## src/rtl/ushift_burst_reg_if.sv

```systemverilog
// Handshake/data bundle for ushift_burst_reg.
// master drives controls and data; slave returns q, serial taps, busy, done.
interface ushift_burst_reg_if #(
  parameter int WIDTH = 8,
  parameter int CNT_W = 4
);
  logic             en;
  logic [1:0]       mode;
  logic [WIDTH-1:0] d;
  logic             ser_in_r;
  logic             ser_in_l;
  logic             start;
  logic [CNT_W-1:0] nshift;
  logic             dir;
  logic [WIDTH-1:0] q;
  logic             sout_r;
  logic             sout_l;
  logic             busy;
  logic             done;

  modport master (
    output en, mode, d, ser_in_r, ser_in_l,
    output start, nshift, dir,
    input  q, sout_r, sout_l, busy, done
  );

  modport slave (
    input  en, mode, d, ser_in_r, ser_in_l,
    input  start, nshift, dir,
    output q, sout_r, sout_l, busy, done
  );
endinterface

```

## src/rtl/ushift_burst_reg.sv

```systemverilog
// Universal shift register (hold/shr/shl/load) with a burst shift engine.
// Ports: i_clock, i_reset (sync, active-high), bus (slave modport).
module ushift_burst_reg #(
  parameter int WIDTH = 8,
  parameter int CNT_W = 4
) (
  input  logic            i_clock,
  input  logic            i_reset,
  ushift_burst_reg_if.slave bus
);

  typedef enum logic [1:0] {
    S_IDLE,
    S_SHIFT,
    S_DONE
  } state_t;

  state_t           r_state;
  state_t           w_state_nxt;
  logic [WIDTH-1:0] r_q;
  logic [WIDTH-1:0] w_q_nxt;
  logic [CNT_W-1:0] r_cnt;
  logic [CNT_W-1:0] w_cnt_nxt;
  logic             r_dir;
  logic             w_dir_nxt;
  logic [WIDTH-1:0] w_shr;
  logic [WIDTH-1:0] w_shl;

  assign w_shr = {bus.ser_in_r, r_q[WIDTH-1:1]};
  assign w_shl = {r_q[WIDTH-2:0], bus.ser_in_l};

  always_ff @(posedge i_clock) begin
    if (i_reset) begin
      r_state <= S_IDLE;
      r_q     <= '0;
      r_cnt   <= '0;
      r_dir   <= 1'b0;
    end else begin
      r_state <= w_state_nxt;
      r_q     <= w_q_nxt;
      r_cnt   <= w_cnt_nxt;
      r_dir   <= w_dir_nxt;
    end
  end

  always_comb begin
    w_state_nxt = r_state;
    w_q_nxt     = r_q;
    w_cnt_nxt   = r_cnt;
    w_dir_nxt   = r_dir;
    if (bus.en) begin
      unique case (r_state)
        S_IDLE: begin
          // start takes priority over mode; q untouched on this edge
          if (bus.start) begin
            w_dir_nxt = bus.dir;
            if (bus.nshift != '0) begin
              w_cnt_nxt   = bus.nshift;
              w_state_nxt = S_SHIFT;
            end else begin
              w_state_nxt = S_DONE;
            end
          end else begin
            unique case (bus.mode)
              2'b01:   w_q_nxt = w_shr;
              2'b10:   w_q_nxt = w_shl;
              2'b11:   w_q_nxt = bus.d;
              default: w_q_nxt = r_q;
            endcase
          end
        end
        S_SHIFT: begin
          w_q_nxt   = r_dir ? w_shl : w_shr;
          w_cnt_nxt = r_cnt - CNT_W'(1);
          if (r_cnt == CNT_W'(1)) begin
            w_state_nxt = S_DONE;
          end
        end
        S_DONE: begin
          w_state_nxt = S_IDLE;
        end
        default: begin
          w_state_nxt = S_IDLE;
        end
      endcase
    end
  end

  assign bus.q      = r_q;
  assign bus.sout_r = r_q[0];
  assign bus.sout_l = r_q[WIDTH-1];
  assign bus.busy   = (r_state == S_SHIFT);
  assign bus.done   = (r_state == S_DONE);

endmodule

```

## src/flat_wrapper.sv

```systemverilog
// flat-port wrapper written by rule: the top's interface ports become plain ports
module ushift_burst_reg_flat 
#(
  parameter int WIDTH = 8,
  parameter int CNT_W = 4
)
  (i_clock, i_reset, bus_en, bus_mode, bus_d, bus_ser_in_r, bus_ser_in_l, bus_start, bus_nshift, bus_dir, bus_q, bus_sout_r, bus_sout_l, bus_busy, bus_done);
  ushift_burst_reg_if #(.WIDTH(WIDTH), .CNT_W(CNT_W)) bus_i ();
  input  logic i_clock;
  input  logic i_reset;
  input wire logic [$bits(bus_i.en)-1:0] bus_en;
  input wire logic [$bits(bus_i.mode)-1:0] bus_mode;
  input wire logic [$bits(bus_i.d)-1:0] bus_d;
  input wire logic [$bits(bus_i.ser_in_r)-1:0] bus_ser_in_r;
  input wire logic [$bits(bus_i.ser_in_l)-1:0] bus_ser_in_l;
  input wire logic [$bits(bus_i.start)-1:0] bus_start;
  input wire logic [$bits(bus_i.nshift)-1:0] bus_nshift;
  input wire logic [$bits(bus_i.dir)-1:0] bus_dir;
  output wire logic [$bits(bus_i.q)-1:0] bus_q;
  output wire logic [$bits(bus_i.sout_r)-1:0] bus_sout_r;
  output wire logic [$bits(bus_i.sout_l)-1:0] bus_sout_l;
  output wire logic [$bits(bus_i.busy)-1:0] bus_busy;
  output wire logic [$bits(bus_i.done)-1:0] bus_done;
  assign bus_i.en = bus_en;
  assign bus_i.mode = bus_mode;
  assign bus_i.d = bus_d;
  assign bus_i.ser_in_r = bus_ser_in_r;
  assign bus_i.ser_in_l = bus_ser_in_l;
  assign bus_i.start = bus_start;
  assign bus_i.nshift = bus_nshift;
  assign bus_i.dir = bus_dir;
  assign bus_q = bus_i.q;
  assign bus_sout_r = bus_i.sout_r;
  assign bus_sout_l = bus_i.sout_l;
  assign bus_busy = bus_i.busy;
  assign bus_done = bus_i.done;
  ushift_burst_reg #(.WIDTH(WIDTH), .CNT_W(CNT_W)) u_core (.i_clock(i_clock), .i_reset(i_reset), .bus(bus_i));
endmodule
```

## config.mk

```make
export PLATFORM = sky130hd
export DESIGN_NAME = ushift_burst_reg_flat
export DESIGN_NICKNAME = d
export VERILOG_FILES = /design/src/rtl/ushift_burst_reg_if.sv /design/src/rtl/ushift_burst_reg.sv /design/src/flat_wrapper.sv
export SDC_FILE = /design/constraint.sdc
export NUM_CORES = 1
export LEC_CHECK = 0
export CORE_ASPECT_RATIO = 0.7
export CORE_MARGIN = 3
export CORE_UTILIZATION = 48
export DETAILED_ROUTE_END_ITERATION = 12
export PLACE_DENSITY = 0.79
export SYNTH_ARGS = -nofsm -noshare
export SYNTH_HDL_FRONTEND = slang
export SYNTH_SLANG_ARGS = --single-unit
```

## constraint.sdc

```tcl
create_clock -name i_clock -period 1.9 [get_ports i_clock]
set_input_delay 0.38 -clock i_clock [delete_from_list [all_inputs] [get_ports i_clock]]
set_output_delay 0.38 -clock i_clock [all_outputs]
set_load 0.005 [all_outputs]
```

==> run metrics, run 1 <==
Critical path origin=bus_mode[0]; first-pass GRT wire length=~6500 um; Synth Net Count=190; Die ar.=roughly 3200 um^2; Max Root-Sink Buffers=2; outcome=completed; Required @ worst endpoint=2.08 ns; Seq/Total Area, Yosys=0.243; RSZ-0062 raised after global routing=false; drt first pass iters=5; WL per Instance=about 17 um; Setup crit start kind=input port; hold path depth=2; H-tree level count=1; area grow syn2layout=46.8%; Post-synth EDFFs=0; largest net degree at the start of global routing=19; initial core utilization=0.538; setup slack at placement=-0.328 ns; NetSw=301 uW; DRC violations left=0; Pwr per Cell Area=535 nW/um^2; die height=48.4 um; initial antenna violation count=0; Internal=between 600 and 700 uW; Clk pwr share=0.277; Main synth FF type=dfxtp_1; Clock Pin Slew Worst Setup and Hold Paths=0.07 ns; R2R depth=5; Reg-to-Reg Start=u_core.r_cnt[0]$_SDFFE_PP0P_; Yosys warning count=0; Avg Synthesized Cell Area=roughly 7.5 um^2; drt initial violations=between 150 and 200; Min-Delay Path Class=register to register; Die X=66.6 um; Root Buffer=clkbuf_8; Critical Path AT=2.01 ns; flops & latches, synth=15; worst hold start=u_core.r_cnt[3]$_SDFFE_PP0P_; Syn Inst Count=164; total grt overflow=0; Setup WS post-layout=0.0724 ns; IR drop worst, VDD=0.470 mV; All-Layer GR Usage=0.257; combinational share of power=0.347; routability cong.=0.836; Synth async-reset ratio=0; CP max FO=8; layout cells sized above 1=0.159; final number of hold-violating endpoints=0; Unique masters post-synth=38; worst clock skew=0.00996 ns; Max Cap Viol=0; CTS tree=built; CTS Buf Count=3; cell row count=14; switching share of power=0.311; Final ANT Viol Nets=0; post-route setup TNS=0 ns; Routed WL=3970 um; Worst Tran Pin Value=0.587 ns; Final min period=1.83 ns; reg2reg setup slack=around 0.25 ns; synthesized area=1230 um^2; Critical Path End Type=register; slew margin rel.=0.608; via count=1438; input/output buffers=32; Max Freq=547 MHz; clock sinks=15; vias in the first global route=1339; antenna cells=0; NumNets Final=235; crit path kind=input port to register; Seq pwr share=0.376; I/O pin cnt=33; Max Slew Vio Count=0; Setup violations, final=0; period utilization=0.962; clk_lat worst skew=0.25 ns; Leak=0.675 nW; Final HPWL DP=around 2600 um; via/cell ratio=approximately 6; Core ar.=2290 um^2
## power groups by stage
| stage | clock, mW | combinational, mW | sequential (mW) |
|---|---|---|---|
| 6_report | 0.268 | 0.336 | 0.364 |
| 5_1_grt | 0.290 | 0.360 | 0.368 |
| 4_1_cts | 0.272 | 0.327 | 0.362 |
| 3_5_place_dp | 0 | 0.288 | 0.369 |
| 3_3_place_gp | 0 | 0.276 | 0.368 |
| 2_1_floorplan | 0 | 0.158 | 0.356 |
## final timing paths
check | endpoint
worst min-delay path | u_core.r_cnt[3]$_SDFFE_PP0P_
worst min register to register | u_core.r_cnt[3]$_SDFFE_PP0P_
worst max register to register | u_core.r_state[1]$_SDFFE_PP0P_
worst max-delay path | u_core.bus.q[0]$_SDFFE_PP0P_
## critical path, stage by stage
cell	delay, ns
dlygate4sd2_1	0.24
buf_4	0.14
ha_1	0.22
nor3b_1	0.20
buf_4	0.16
nor3_4	0.04
buf_4	0.13
buf_6	0.12
buf_16	0.13
nand2b_1	0.13
a31oi_1	0.11
## routing by layer
layer  part of all wire  vias up  track usage  routed length, um
met5                  0        -            0                  0
met2               0.46       90        0.396               1810
met1               0.42      660        0.368               1670
met3              0.097       12       0.0394                386
met4              0.026        0       0.0709                103
li1                   -      676            -                  -
## synth_stat cells (all sizes together), types with 5 or more instances
master	number	share of area
nor2	16	0.049
dfxtp	15	0.24
a21oi	14	0.057
mux2i	12	0.097
inv	11	0.033
o21ai	10	0.041
nand2	9	0.027
buf	8	0.046
nand3	8	0.032
clkbuf	7	0.022
a211oi	5	0.030
ha	5	0.051
nand2b	5	0.031
nand3b	5	0.030
o2111ai	5	0.035
## per-stage QoR
| stage | utilization | area (um^2) | power, mW | hold slack (ns) | std cells |
|---|---|---|---|---|---|
| 6_report | 0.789 | 1810 | 0.969 | 0.501 | 240 |
| 5_1_grt | 0.789 | 1810 | 1.02 | 0.555 | 240 |
| 4_1_cts | 0.785 | 1800 | 0.961 | 0.505 | 240 |
| 3_5_place_dp | 0.725 | 1660 | 0.657 | 0.495 | 230 |
| 3_3_place_gp | 0.725 | 1660 | 0.645 | 0.487 | 230 |
| 2_1_floorplan | - | 1230 | 0.514 | 0.449 | 164 |
## sequential cells by signal (all words and copies together), names as in the netlist
name / cells
u_core.bus.q: 8
u_core.r_cnt: 4
u_core.r_state: 2
u_core.r_dir: 1
## area by class of cell
cell class / instances / area, um^2
clock buffers: 3 / 41.3
clock inverters: 1 / 5.00
fillers: 147 / 484
inverters: 11 / 41.3
multi-input cells: 123 / 815
flip-flops and latches: 15 / 303
well taps: 32 / 40.0
repair buffers: 55 / 566
## layout by cell type (no fill, tap or decap), drive strengths merged, types with 5 or more instances in the layout
cell type	instances
a211oi	5
a21oi	14
buf	23
clkdlybuf4s50	29
dfxtp	15
ha	5
inv	11
mux2i	12
nand2	9
nand2b	5
nand3	8
nand3b	5
nor2	16
o2111ai	5
o21ai	10
## what timing repair did
| action | CTS | global route |
|---|---|---|
| gates resized for setup | 7 | 3 |
| pin swaps | 2 | 2 |
| buffers inserted | 4 | 0 |
| hold buffers | 0 | 0 |
| gates cloned | 2 | 0 |
| setup endpoints to repair | 9 | 9 |
## cell families (layout without fill, tap and decap cells)
logic type / count (synthesis) / after routing / share of synthesized area
simple gates: 59 / 59 / 0.264
buf+inv: 26 / 70 / 0.101
flops: 15 / 15 / 0.243
compound gates: 47 / 47 / 0.243
fa+ha+maj: 5 / 5 / 0.0507
mux: 12 / 12 / 0.0974
(Power assumes the default switching activity.)
==> run 2: changes to the inputs <==
--- a/config.mk
+++ b/config.mk
@@ -7,9 +7,10 @@
 export LEC_CHECK = 0
 export CORE_ASPECT_RATIO = 0.7
 export CORE_MARGIN = 3
-export CORE_UTILIZATION = 48
+export CORE_UTILIZATION = 50
+export CTS_BUF_LIST = sky130_fd_sc_hd__clkbuf_4
 export DETAILED_ROUTE_END_ITERATION = 12
-export PLACE_DENSITY = 0.79
+export PLACE_DENSITY = 0.82
 export SYNTH_ARGS = -nofsm -noshare
 export SYNTH_HDL_FRONTEND = slang
 export SYNTH_SLANG_ARGS = --single-unit
==> run 2 against run 1 <==
The run now ends with setup timing left. Clock-buffer cell count grew 1. Non-clock buffer count is the same. Cell count is the same. Clock skew shrank 0.0017 ns. Clock power shrank 24%. Largest cell class unchanged. Highest routed layer unchanged.
==> run metrics, run 2 (synthesized netlist as in run 1, its figures left out) <==
met3 global-route usage=0.0704 (+0.0311); DRC violations left=0 (unchanged); post-place instance area=1630 um^2 (-2.0%); Worst Tran Pin Value=0.596 ns (+0.00903 ns); Pwr per Cell Area=501 nW/um^2 (-6.3%); routability cong.=0.838 (+0.30%); outcome=complete, but fails checks; Root Buffer=clkbuf_4; Largest register FFs=8 (unchanged); Max Cap Viol=0 (unchanged); Required @ worst endpoint=2.06 ns (-0.02 ns); Max Root-Sink Buffers=2 (unchanged); M2 GR Usage=0.419 (+0.0221); Reg-to-Reg Start=u_core.r_cnt[0]$_SDFFE_PP0P_; CTS Hold Buffers Added=0 (unchanged); Clock Pin Slew Worst Setup and Hold Paths=0.10 ns (+0.03 ns); vias in the first global route=1248 (-6.8%); WL per Instance=16.6 um (+0.43%); Die X=65.4 um (-1.8%); worst clock skew=0.00829 ns (-0.00167 ns); Critical Path End Type=register; cell row count=14 (unchanged); initial core utilization=0.550 (+0.0126); total grt overflow=0 (unchanged); RSZ-0062 raised after global routing=true; initial antenna violation count=0 (unchanged); Final min period=1.92 ns (+0.0949 ns); met1 Use GR=0.324 (-0.0444); Final ANT Viol Nets=0 (unchanged); layout cells sized above 1=0.163 (+0.00481); Max Freq=520 MHz (-4.9%); clock sinks=15 (unchanged); reg2reg setup slack=0.22 ns (-0.03 ns); die height=47.6 um (-1.8%); via count=1405 (-2.3%); first-pass GRT wire length=5940 um (-9.3%); post-route setup TNS=-0.0657 ns (-0.0657 ns); slew margin rel.=0.602 (-0.00604); Final Instance Area=1780 um^2 (-1.9%); Die ar.=3110 um^2 (-3.6%); largest net degree at the start of global routing=19 (unchanged); CP max FO=5 (-3); Setup violations, final=5 (+5); Max stage delay cell, worst path=clkdlybuf4s50_1; Routed WL=3990 um (+0.43%); Leak=0.651 nW (-3.5%); Setup WS post-layout=-0.0225 ns (-0.0949 ns); commonest non-fill, non-tap cell in the layout=clkdlybuf4s50_1; clk_lat worst skew=0.29 ns (+0.04 ns); drt first pass iters=4 (-1); fill cell count=168 (+14%); worst hold start=u_core.r_cnt[2]$_SDFFE_PP0P_; worst path cell trace=clkdlybuf4s50_1, inv_1, ha_1, nor3b_2, nor3_4, buf_4, buf_12, mux2i_1, a21oi_1; R2R depth=5 (unchanged); area grow syn2layout=44.0%; CP peak stage delay=0.49 ns (+0.25 ns); H-tree level count=1 (unchanged); hold path depth=2 (unchanged); Worst Hold End=u_core.r_cnt[2]$_SDFFE_PP0P_; crit path kind=input port to register; Critical Path AT=2.08 ns (+0.07 ns); Core ar.=2240 um^2 (-2.3%); via/cell ratio=5.85 (-2.3%); failing checks=setup timing; All-Layer GR Usage=0.250 (-0.00654); commonest non-fill, non-tap cells in the layout=clkdlybuf4s50_1 (32), buf_4 (19), nor2_1 (16), a21oi_1 (14), dfxtp_1 (13); period utilization=1.01 (+0.0499); input/output buffers=32 (unchanged); busiest grt layer=met2; CTS tree=built; Final HPWL DP=2610 um (about the same); NumNets Final=235 (unchanged); Min-Delay Path Class=register to register; Setup crit start kind=input port; I/O pin cnt=33 (unchanged); FF-to-FF End=u_core.r_state[1]$_SDFFE_PP0P_; Max Slew Vio Count=0 (unchanged); antenna cells=0 (unchanged); CTS Buf Count=3 (unchanged); final number of hold-violating endpoints=0 (unchanged); drt initial violations=105 (-41%); IR drop worst, VDD=0.381 mV (-19%)
==> run 2: cell types whose count changed in the layout (fill, tap and decap cells not counted), moves of 2 or more <==
cell	delta
clkdlybuf4s50_1	+3
clkbuf_16	+2
dlygate4sd2_1	-2
buf_16	-2
clkbuf_4	+4
buf_4	+2
clkbuf_8	-3
==> run 2: power by group <==
group          switching (mW)  total (mW)  internal, mW
Combinational           0.142       0.321         0.180
Sequential             0.0323       0.366         0.334
Clock                   0.107       0.203        0.0959
Total                   0.281       0.890         0.609
==> run 2: worst max-delay path: cells and delay by family <==
| family | cells | cell delay (ns) |
|---|---|---|
| AO/OA/AOI/OAI | 1 | 0.09 |
| adder cells (fa/ha/maj) | 1 | 0.27 |
| buffers and inverters | 4 | 0.81 |
| multiplexers | 1 | 0.21 |
| AND/OR/NAND/NOR | 2 | 0.32 |
==> run 2: per-layer routing <==
metal  wire (um)  share of wire  vias to the layer above
met5           0              0                        -
met4          45          0.011                        0
met3         390          0.098                        6
met2        1870           0.47                       79
met1        1690           0.42                      647
li1            -              -                      673
==> run 2: worst max-delay path by stage <==
stage | end | startpoint | cells after the start | slack [ns]
floorplan | u_core.bus.q[0]$_SDFFE_PP0P_ | bus_mode[0] | 7 | 0.26
global placement | u_core.bus.q[5]$_SDFFE_PP0P_ | bus_mode[0] | 7 | -0.46
detailed placement | u_core.bus.q[0]$_SDFFE_PP0P_ | bus_mode[0] | 7 | -0.56
CTS | bus_done | u_core.r_state[1]$_SDFFE_PP0P_ | 2 | 0.008
global route | u_core.bus.q[7]$_SDFFE_PP0P_ | bus_mode[0] | 9 | -0.06
finish | u_core.bus.q[1]$_SDFFE_PP0P_ | bus_mode[0] | 9 | -0.02
==> run 2: per-stage QoR <==
| stage | power (mW) | setup WS (ns) | util | instances | hold slack [ns] |
|---|---|---|---|---|---|
| 2_1_floorplan | 0.514 | 0.256 | - | 164 | 0.449 |
| 3_3_place_gp | 0.631 | -0.455 | 0.727 | 229 | 0.483 |
| 3_5_place_dp | 0.642 | -0.556 | 0.727 | 229 | 0.507 |
| 4_1_cts | 0.861 | 0.00801 | 0.761 | 236 | 0.522 |
| 5_1_grt | 0.936 | -0.0573 | 0.792 | 240 | 0.553 |
| 6_report | 0.890 | -0.0225 | 0.792 | 240 | 0.522 |
==> run 2: cell type report <==
| cell class | count | area, um^2 | area share |
|---|---|---|---|
| Tap cell | 32 | 40.0 | 0.0225 |
| Inverter | 11 | 41.3 | 0.0232 |
| Multi-Input combinational cell | 123 | 816 | 0.459 |
| Clock buffer | 4 | 30.0 | 0.0169 |
| Sequential cell | 15 | 305 | 0.172 |
| Timing Repair Buffer | 55 | 544 | 0.306 |
==> run 2: timing repair <==
action,in CTS,in global routing
resized for setup,3,3
setup buffers,3,2
cloned,0,2
pin swaps,2,2
endpoints found under the setup margin,9,10
==> run 3: changes to the inputs <==
--- a/config.mk
+++ b/config.mk
@@ -7,10 +7,11 @@
 export LEC_CHECK = 0
 export CORE_ASPECT_RATIO = 0.7
 export CORE_MARGIN = 3
-export CORE_UTILIZATION = 50
+export CORE_UTILIZATION = 60
 export CTS_BUF_LIST = sky130_fd_sc_hd__clkbuf_4
 export DETAILED_ROUTE_END_ITERATION = 12
-export PLACE_DENSITY = 0.82
+export DONT_BUFFER_PORTS = 1
+export PLACE_DENSITY = 0.76
 export SYNTH_ARGS = -nofsm -noshare
 export SYNTH_HDL_FRONTEND = slang
 export SYNTH_SLANG_ARGS = --single-unit
==> run 3 against run 2 <==
The flow now finishes without violations. Critical path type is now register to output pin. Clock power is 2% higher. Via count is 18% lower. Global-route usage hardly changed. Power is 17% lower. Critical path depth is 7 lower. Die area is 15% lower. First-iteration DRC count is 53% lower. Utilization is 15 points lower. Design area is 31% lower. Sequential share of layout area is 7.2 points higher.
==> run metrics, run 3 (synthesized netlist as in run 1, its figures left out) <==
outcome=completed; clock sinks=15 (unchanged); Max Cap Viol=0 (unchanged); cell family with most CP delay=flip-flops; via/cell ratio=6.48 (+11%); commonest non-fill, non-tap cell in the layout=nor2_1; H-tree level count=1 (unchanged); Max Root-Sink Buffers=2 (unchanged); Die ar.=2640 um^2 (-15%); Critical Path End Type=output pin; input/output buffers=0 (-100%); antenna cells=0 (unchanged); vias in the first global route=1071 (-14%); WL per Instance=16.5 um (-0.63%); period utilization=0.922 (-0.0902); crit path kind=register to output pin; Min-Delay Path Class=input port to register; Final HPWL DP=2120 um (-19%); Setup crit start kind=register; Final ANT Viol Nets=0 (unchanged); commonest non-fill, non-tap cells in the layout=nor2_1 (16), dfxtp_1 (15), a21oi_1 (14), mux2i_1 (12), inv_1 (11); setup bufs post-CTS=0 (-3); Largest register FFs=8 (unchanged); via count=1154 (-18%); Critical Path AT=1.37 ns (-0.71 ns); Max Freq=571 MHz (+9.8%); IR drop worst, VDD=0.452 mV (+18%); Die X=60.2 um (-7.9%); die height=43.9 um (-7.6%); Clock Pin Slew Worst Setup and Hold Paths=0.09 ns (about the same); total grt overflow=0 (unchanged); worst path bufs/invs=1 (-3); I/O pin cnt=33 (unchanged); worst clock skew=0.00490 ns (-0.00339 ns); area grow syn2layout=-0.304%; Max stage delay cell, worst path=dfxtp_1; M2 GR Usage=0.384 (-0.0349); met1 Use GR=0.313 (-0.0115); layout cells sized above 1=0.0641 (-0.0994); CP max FO=12 (+7); Root Buffer=clkbuf_4; All-Layer GR Usage=0.250 (about the same); cell row count=13 (-1); Worst Tran Pin Value=0.582 ns (-0.0138 ns); drt first pass iters=4 (unchanged); Final min period=1.75 ns (-0.171 ns); Design Power=740 uW (-17%); Routed WL=2940 um (-26%); largest net degree at the start of global routing=18 (-1); clk_lat worst skew=0.29 ns (about the same); CTS Hold Buffers Added=0 (unchanged); post-cts repair resize count=0 (-3); CTS tree=built; RSZ-0062 raised after global routing=false; met3 global-route usage=0.0923 (+0.0218); worst path cell trace=nand2b_1, inv_1; Max Slew Vio Count=0 (unchanged); DRC violations left=0 (unchanged); Core ar.=1900 um^2 (-15%); Setup violations, final=0 (-5); initial antenna violation count=0 (unchanged); NumNets Final=183 (-22%); Required @ worst endpoint=1.52 ns (-0.54 ns); Leak=0.412 nW (-37%); Pwr per Cell Area=602 nW/um^2 (+20%); fill cell count=181 (+7.7%); initial core utilization=0.648 (+0.0980); busiest grt layer=met2; slew margin rel.=0.612 (+0.00991); routability cong.=0.823 (-1.8%); first-pass GRT wire length=4910 um (-17%); post-route setup TNS=0 ns (+0.0657 ns); final number of hold-violating endpoints=0 (unchanged); drt initial violations=49 (-53%); CP peak stage delay=0.55 ns (+0.06 ns); CTS Buf Count=3 (unchanged)
-- run 3: changes by cell type in the layout (fill, tap and decap cells not counted) --
cell,delta
clkdlybuf4s50_1,-32
buf_4,-16
clkbuf_16,-2
dfxtp_1,+2
buf_12,-1
buf_6,-1
dfxtp_2,-1
dfxtp_4,-1
ha_1,+1
ha_2,-1
nor3b_1,+1
nor3b_2,-1
-- run 3: final timing paths --
| kind | endpoint | cells past startpoint | slack [ns] | start |
|---|---|---|---|---|
| max reg2reg | u_core.bus.q[0]$_SDFFE_PP0P_ | 5 | 0.30 | u_core.r_state[0]$_SDFFE_PP0P_ |
| min reg2reg | u_core.r_cnt[3]$_SDFFE_PP0P_ | 2 | 0.51 | u_core.r_cnt[3]$_SDFFE_PP0P_ |
| max | bus_busy | 2 | 0.15 | u_core.r_state[0]$_SDFFE_PP0P_ |
| min | u_core.r_state[1]$_SDFFE_PP0P_ | 1 | 0.14 | i_reset |
-- run 3: area by class of cell --
cell class / instances / area, um^2 / share of cell area
Timing Repair Buffer: 3 / 22.5 / 0.0183
Clock buffer: 4 / 30.0 / 0.0244
Inverter: 11 / 41.3 / 0.0336
Tap cell: 22 / 27.5 / 0.0224
Multi-Input combinational cell: 123 / 808 / 0.657
Sequential cell: 15 / 300 / 0.244
-- run 3: power breakdown --
group          switching [mW]  internal, mW
clock network           0.111        0.0961
logic                  0.0929        0.0752
registers              0.0318         0.333
total                   0.235         0.505
-- run 3: layer usage --
metal  share of wire  routed length (um)
met4           0.017                  50
met5               0                   0
met2            0.44                1300
met1            0.45                1320
met3           0.089                 263
-- run 3: through the flow --
step / utilization / cells / area (um^2) / setup WS, ns / hold WS (ns)
4_1_cts: 0.646 / 178 / 1230 / 0.181 / 0.128
2_1_floorplan: - / 164 / 1230 / 0.256 / 0.449
5_1_grt: 0.646 / 178 / 1230 / 0.0897 / 0.123
3_3_place_gp: 0.631 / 174 / 1200 / 0.313 / 0.452
3_5_place_dp: 0.631 / 174 / 1200 / 0.259 / 0.453
6_report: 0.646 / 178 / 1230 / 0.149 / 0.138
